**src/rtl/fifo_arb_pkg.sv**
```systemverilog
// Shared types and helpers for the FIFO write arbiter: state encoding and grant-index width.
package fifo_arb_pkg;

  typedef enum logic {
    ST_IDLE  = 1'b0,
    ST_GRANT = 1'b1
  } arb_state_t;

  // Width of a requester index; never narrower than one bit.
  function automatic int grant_w(input int n);
    return (n < 2) ? 1 : $clog2(n);
  endfunction

  localparam int DEFAULT_GRANT_W = grant_w(4);

endpackage

```
**src/rtl/rr_pick.sv**
```systemverilog
// Combinational round-robin picker: first requester above last_grant, wrapping to the lowest one.
module rr_pick #(
  parameter int NUM_REQ = 4,
  parameter int GW      = 2
) (
  input  logic [NUM_REQ-1:0] req,
  input  logic [GW-1:0]      last_grant,
  output logic [GW-1:0]      winner,
  output logic               any_req
);

  logic [GW-1:0] pick_upper;
  logic [GW-1:0] pick_all;
  logic          has_upper;

  // Descending scan so the lowest qualifying index is the last one written.
  always_comb begin
    pick_upper = '0;
    pick_all   = '0;
    has_upper  = 1'b0;
    for (int i = NUM_REQ - 1; i >= 0; i--) begin
      if (req[GW'(i)]) begin
        pick_all = GW'(i);
        if (GW'(i) > last_grant) begin
          pick_upper = GW'(i);
          has_upper  = 1'b1;
        end
      end
    end
  end

  assign any_req = |req;
  assign winner  = has_upper ? pick_upper : pick_all;

endmodule

```
**src/rtl/fifo_wr_arbiter.sv**
```systemverilog
// Round-robin burst arbiter funnelling NUM_REQ write streams into one FIFO write port.
// Optional beat counter output beat_cnt is added when FIFO_WR_ARBITER_STATS_EN is defined.
module fifo_wr_arbiter
  import fifo_arb_pkg::*;
#(
  parameter int NUM_REQ   = 4,
  parameter int WIDTH     = 8,
  parameter int MAX_BURST = 4
) (
  input  logic                       clk,
  input  logic                       rst_n,
  input  logic [NUM_REQ-1:0]         req_valid,
  input  logic [NUM_REQ*WIDTH-1:0]   req_data,
  output logic [NUM_REQ-1:0]         req_ready,
  output logic                       fifo_wr_en,
  output logic [WIDTH-1:0]           fifo_din,
  input  logic                       fifo_full,
  output logic [grant_w(NUM_REQ)-1:0] grant_id,
  output logic                       busy
`ifdef FIFO_WR_ARBITER_STATS_EN
  ,
  output logic [15:0]                beat_cnt
`endif
);

  localparam int GW = grant_w(NUM_REQ);
  localparam int CW = $clog2(MAX_BURST + 1);

  arb_state_t    state_reg, state_next;
  logic [GW-1:0] grant_id_reg, grant_id_next;
  logic [GW-1:0] last_grant_reg, last_grant_next;
  logic [CW-1:0] burst_cnt_reg, burst_cnt_next;
  logic [GW-1:0] winner;
  logic          any_req;
  logic          cur_valid;
  logic          beat;
  logic [WIDTH-1:0] req_word [NUM_REQ];

  genvar gi;
  generate
    for (gi = 0; gi < NUM_REQ; gi++) begin : g_unpack
      assign req_word[gi] = req_data[gi*WIDTH +: WIDTH];
    end
  endgenerate

  rr_pick #(
    .NUM_REQ (NUM_REQ),
    .GW      (GW)
  ) u_rr_pick (
    .req        (req_valid),
    .last_grant (last_grant_reg),
    .winner     (winner),
    .any_req    (any_req)
  );

  always_ff @(posedge clk or negedge rst_n) begin
    if (!rst_n) begin
      state_reg      <= ST_IDLE;
      grant_id_reg   <= '0;
      last_grant_reg <= GW'(NUM_REQ - 1);
      burst_cnt_reg  <= '0;
    end else begin
      state_reg      <= state_next;
      grant_id_reg   <= grant_id_next;
      last_grant_reg <= last_grant_next;
      burst_cnt_reg  <= burst_cnt_next;
    end
  end

  always_comb begin
    state_next      = state_reg;
    grant_id_next   = grant_id_reg;
    last_grant_next = last_grant_reg;
    burst_cnt_next  = burst_cnt_reg;
    cur_valid       = req_valid[grant_id_reg];
    beat            = 1'b0;
    req_ready       = '0;
    fifo_din        = '0;
    busy            = 1'b0;
    case (state_reg)
      ST_IDLE: begin
        if (any_req) begin
          state_next      = ST_GRANT;
          grant_id_next   = winner;
          last_grant_next = winner;
          burst_cnt_next  = '0;
        end
      end
      ST_GRANT: begin
        busy                    = 1'b1;
        beat                    = cur_valid && !fifo_full;
        req_ready[grant_id_reg] = !fifo_full;
        fifo_din                = req_word[grant_id_reg];
        // A dropped valid ends the burst; a full FIFO simply stalls it.
        if (!cur_valid) begin
          state_next = ST_IDLE;
        end else if (beat) begin
          burst_cnt_next = burst_cnt_reg + 1'b1;
          if (burst_cnt_reg == CW'(MAX_BURST - 1)) begin
            state_next = ST_IDLE;
          end
        end
      end
      default: state_next = ST_IDLE;
    endcase
  end

  assign fifo_wr_en = beat;
  assign grant_id   = grant_id_reg;

`ifdef FIFO_WR_ARBITER_STATS_EN
  logic [15:0] beat_cnt_reg;

  always_ff @(posedge clk or negedge rst_n) begin
    if (!rst_n) begin
      beat_cnt_reg <= '0;
    end else if (beat) begin
      beat_cnt_reg <= beat_cnt_reg + 16'd1;
    end
  end

  assign beat_cnt = beat_cnt_reg;
`endif

endmodule

```
**config.mk**
```make
export PLATFORM = sky130hd
export DESIGN_NAME = fifo_wr_arbiter
export DESIGN_NICKNAME = d
export VERILOG_FILES = /design/src/rtl/fifo_arb_pkg.sv /design/src/rtl/rr_pick.sv /design/src/rtl/fifo_wr_arbiter.sv
export SDC_FILE = /design/constraint.sdc
export NUM_CORES = 1
export LEC_CHECK = 0
export CORE_MARGIN = 1
export CORE_UTILIZATION = 25
export CTS_CLUSTER_SIZE = 12
export DETAILED_ROUTE_END_ITERATION = 10
export PLACE_DENSITY = 0.79
export SLEW_MARGIN = 20
export SYNTH_ARGS = -nofsm -noshare
export SYNTH_HDL_FRONTEND = slang
export SYNTH_SLANG_ARGS = --single-unit
```
**constraint.sdc**
```tcl
create_clock -name clk -period 1.37 [get_ports clk]
set_clock_uncertainty 0.05 [all_clocks]
set_input_delay 0.137 -clock clk [delete_from_list [all_inputs] [get_ports clk]]
set_output_delay 0.137 -clock clk [all_outputs]
set_load 0.02 [all_outputs]
```
==> flow_metrics.env <==
export IMPL_ios=55
export IMPL_vias=490
export IMPL_postSynthAreaPerCell_um2=9.26
export IMPL_die_width_um=43.7
export IMPL_clock_path_buffers=2
export IMPL_syn_inst=47
export IMPL_crit_type="flop to output port"
export IMPL_critical_path_startpoint_type="flop"
export IMPL_worstPathArrival_ns=1.28
export IMPL_grt_max_degree=14
export IMPL_cts_clk_slew_worst_paths_ns=0.05
export IMPL_yosys_register_bits=5
export IMPL_die_h_um=43.7
export IMPL_worstSetupEndpointType="output port"
export IMPL_p_leak_nw=0.447
export IMPL_routabilityCongestion=0.717
export IMPL_area_delta_synth_final_pct=100
export IMPL_numCtsBuffers=3
export IMPL_ant_nets=0
export IMPL_hold_path_class="input port to asynchronous set/reset pin"
export IMPL_cp_cell_sequence="buf_6 > buf_6 > mux2i_1 > nor2b_1 > buf_4"
export IMPL_mostFrequentLayoutCells="22 x clkdlybuf4s50_1, 16 x buf_4, 9 x mux2i_1, 8 x nor2b_1, 5 x dfrtp_1"
export IMPL_final_common_cell="clkdlybuf4s50_1"
export IMPL_slowest_delay_ns=0.41
export IMPL_grt_pass1_vias=465
export IMPL_slowest_stage="dfrtp_1"
export IMPL_failed_checks="DRC, setup timing"
export IMPL_port_buffers=35
export IMPL_drc=2
export IMPL_hold_viol_final=0
export IMPL_layout_worst_path_cycle_share=1.07
export IMPL_ys_seq_area_frac=0.287
export IMPL_htreeDepth=1
export IMPL_start_util=0.279
export IMPL_cp_common_cell="buf_6"
export IMPL_die_area_mm2=0.00191
export IMPL_required_ns=1.18
export IMPL_max_freq_mhz=680
export IMPL_design_area_um2=872
export IMPL_rsz0062_at_grt="yes"
export IMPL_place_ws_ns=-0.508
export IMPL_fill_cells=154
export IMPL_first_pass_iters=6
export IMPL_ir_drop_mv=0.608
export IMPL_core_mm2=0.00156
export IMPL_drv_cap=0
export IMPL_insertion_delay_ns=0.24
export IMPL_finalPower_mw=1.03
export IMPL_finalCriticalPeriod_ns=1.47
export IMPL_finalSetupViolations=8
export IMPL_status="finished with violations"
export IMPL_antenna_cells=0
export IMPL_synth_cell_type_count=16
export IMPL_cts_root_buffer="clkbuf_4"
export IMPL_nets=135
export IMPL_drive_gt1_frac=0.333
export IMPL_synth_area_um2=435
export IMPL_antenna_found_initial=0
export IMPL_layout_setup_ws_ns=-0.0999
export IMPL_final_cells=109
export IMPL_crit_fanout=4
export IMPL_largest_register_ffs=3
export IMPL_finalWirelength_mm=1.21
export IMPL_via_per_inst=4.50
export IMPL_grt_overflow=0
export IMPL_drv_slew=0
export IMPL_first_iter_violations=6
export IMPL_wl_per_cell_um=11.1
export IMPL_place_inst=102
export IMPL_cts_tree="built"
export IMPL_grt_first_pass_wirelength_mm=1.91
export IMPL_placed_area_um2=832
export IMPL_dpl_hpwl_um=939
export IMPL_rows=14
export IMPL_cts_sinks=5
export IMPL_ys_warn_count=0
export IMPL_powerDensity_mw_per_mm2=1180
export IMPL_track_usage=0.139
-- power breakdown --
part | internal [mW] | switching (mW) | total (mW)
combinational | 0.318 | 0.320 | 0.638
sequential | 0.190 | 0.0260 | 0.216
clock | 0.110 | 0.0623 | 0.173
-- what timing repair did --
action                                  CTS  global route
resized for setup                        59             9
endpoints found under the setup margin   13            13
setup buffers                             2             2
pin swaps                                 1             2
hold buffers                              0             0
gates cloned                              0             0
hold endpoints to repair                  0             0
-- critical path, delay by kind of cell, from the launching register on --
family	cells	cell delay, ns
buffers and inverters	3	0.41
flip-flops	1	0.41
AND/OR/NAND/NOR	1	0.11
multiplexers	1	0.10
-- layer usage --
layer	vias to the layer above	track usage	part of all wire
met5	-	0	0
met1	219	0.157	0.38
li1	244	-	-
met2	25	0.233	0.52
met4	0	0.0563	0.012
met3	2	0.0542	0.083
-- logic make-up after synthesis --
family,synth area share
AOI/OAI and AO/OA,0.0862
other,0.00861
DFF,0.287
muxes,0.230
and+or+nand+nor,0.210
buffers and inverters,0.121
adders and majority gates,0.0575
-- worst paths after layout --
path	startpoint	end	slack, ns	cells after the start
worst max-delay path	grant_id[0]	fifo_din[3]	-0.1	5
worst min-delay path	rst_n	state_reg	0.07	1
worst max register to register	grant_id[0]	burst_cnt_reg[1]	0.07	5
worst min register to register	burst_cnt_reg[0]	burst_cnt_reg[0]	0.43	1
max in group asynchronous	rst_n	burst_cnt_reg[1]	1.00	1
min in group clk	burst_cnt_reg[0]	burst_cnt_reg[0]	0.43	1
-- synthesized netlist by cell type --
master,instances,area (um^2)
mux2i_1,10,100
nor2b_1,8,50.1
dfrtp_1,5,125
buf_4,4,30.0
inv_1,4,15.0
o22ai_1,3,18.8
ha_1,2,25.0
nor2_1,2,7.51
o21ai_0,2,10.0
clkbuf_1,1,3.75
conb_1,1,3.75
inv_2,1,3.75
nand2b_1,1,6.26
nor4_4,1,21.3
o2bb2ai_1,1,8.76
or2_1,1,6.26
-- through the flow --
| stage | utilization | hold slack (ns) | TNS, ns |
|---|---|---|---|
| after floorplan | - | -0.209 | 0 |
| final | 0.559 | 0.0704 | -0.329 |
| after global routing | 0.559 | 0.0863 | -1.23 |
| after CTS | 0.546 | 0.0726 | -0.694 |
| after global placement | 0.534 | 0.332 | -3.06 |
| after detailed placement | 0.534 | 0.335 | -3.16 |
-- final cells by class --
class                      instances  area, um^2  area share
clock buffer                       4        26.3      0.0301
multi-input combinational         34         278       0.319
tap                               16        20.0      0.0230
sequential                         5         125       0.143
inverter                           5        18.8      0.0215
timing repair buffer              45         404       0.463
(Power assumes the default switching activity.)
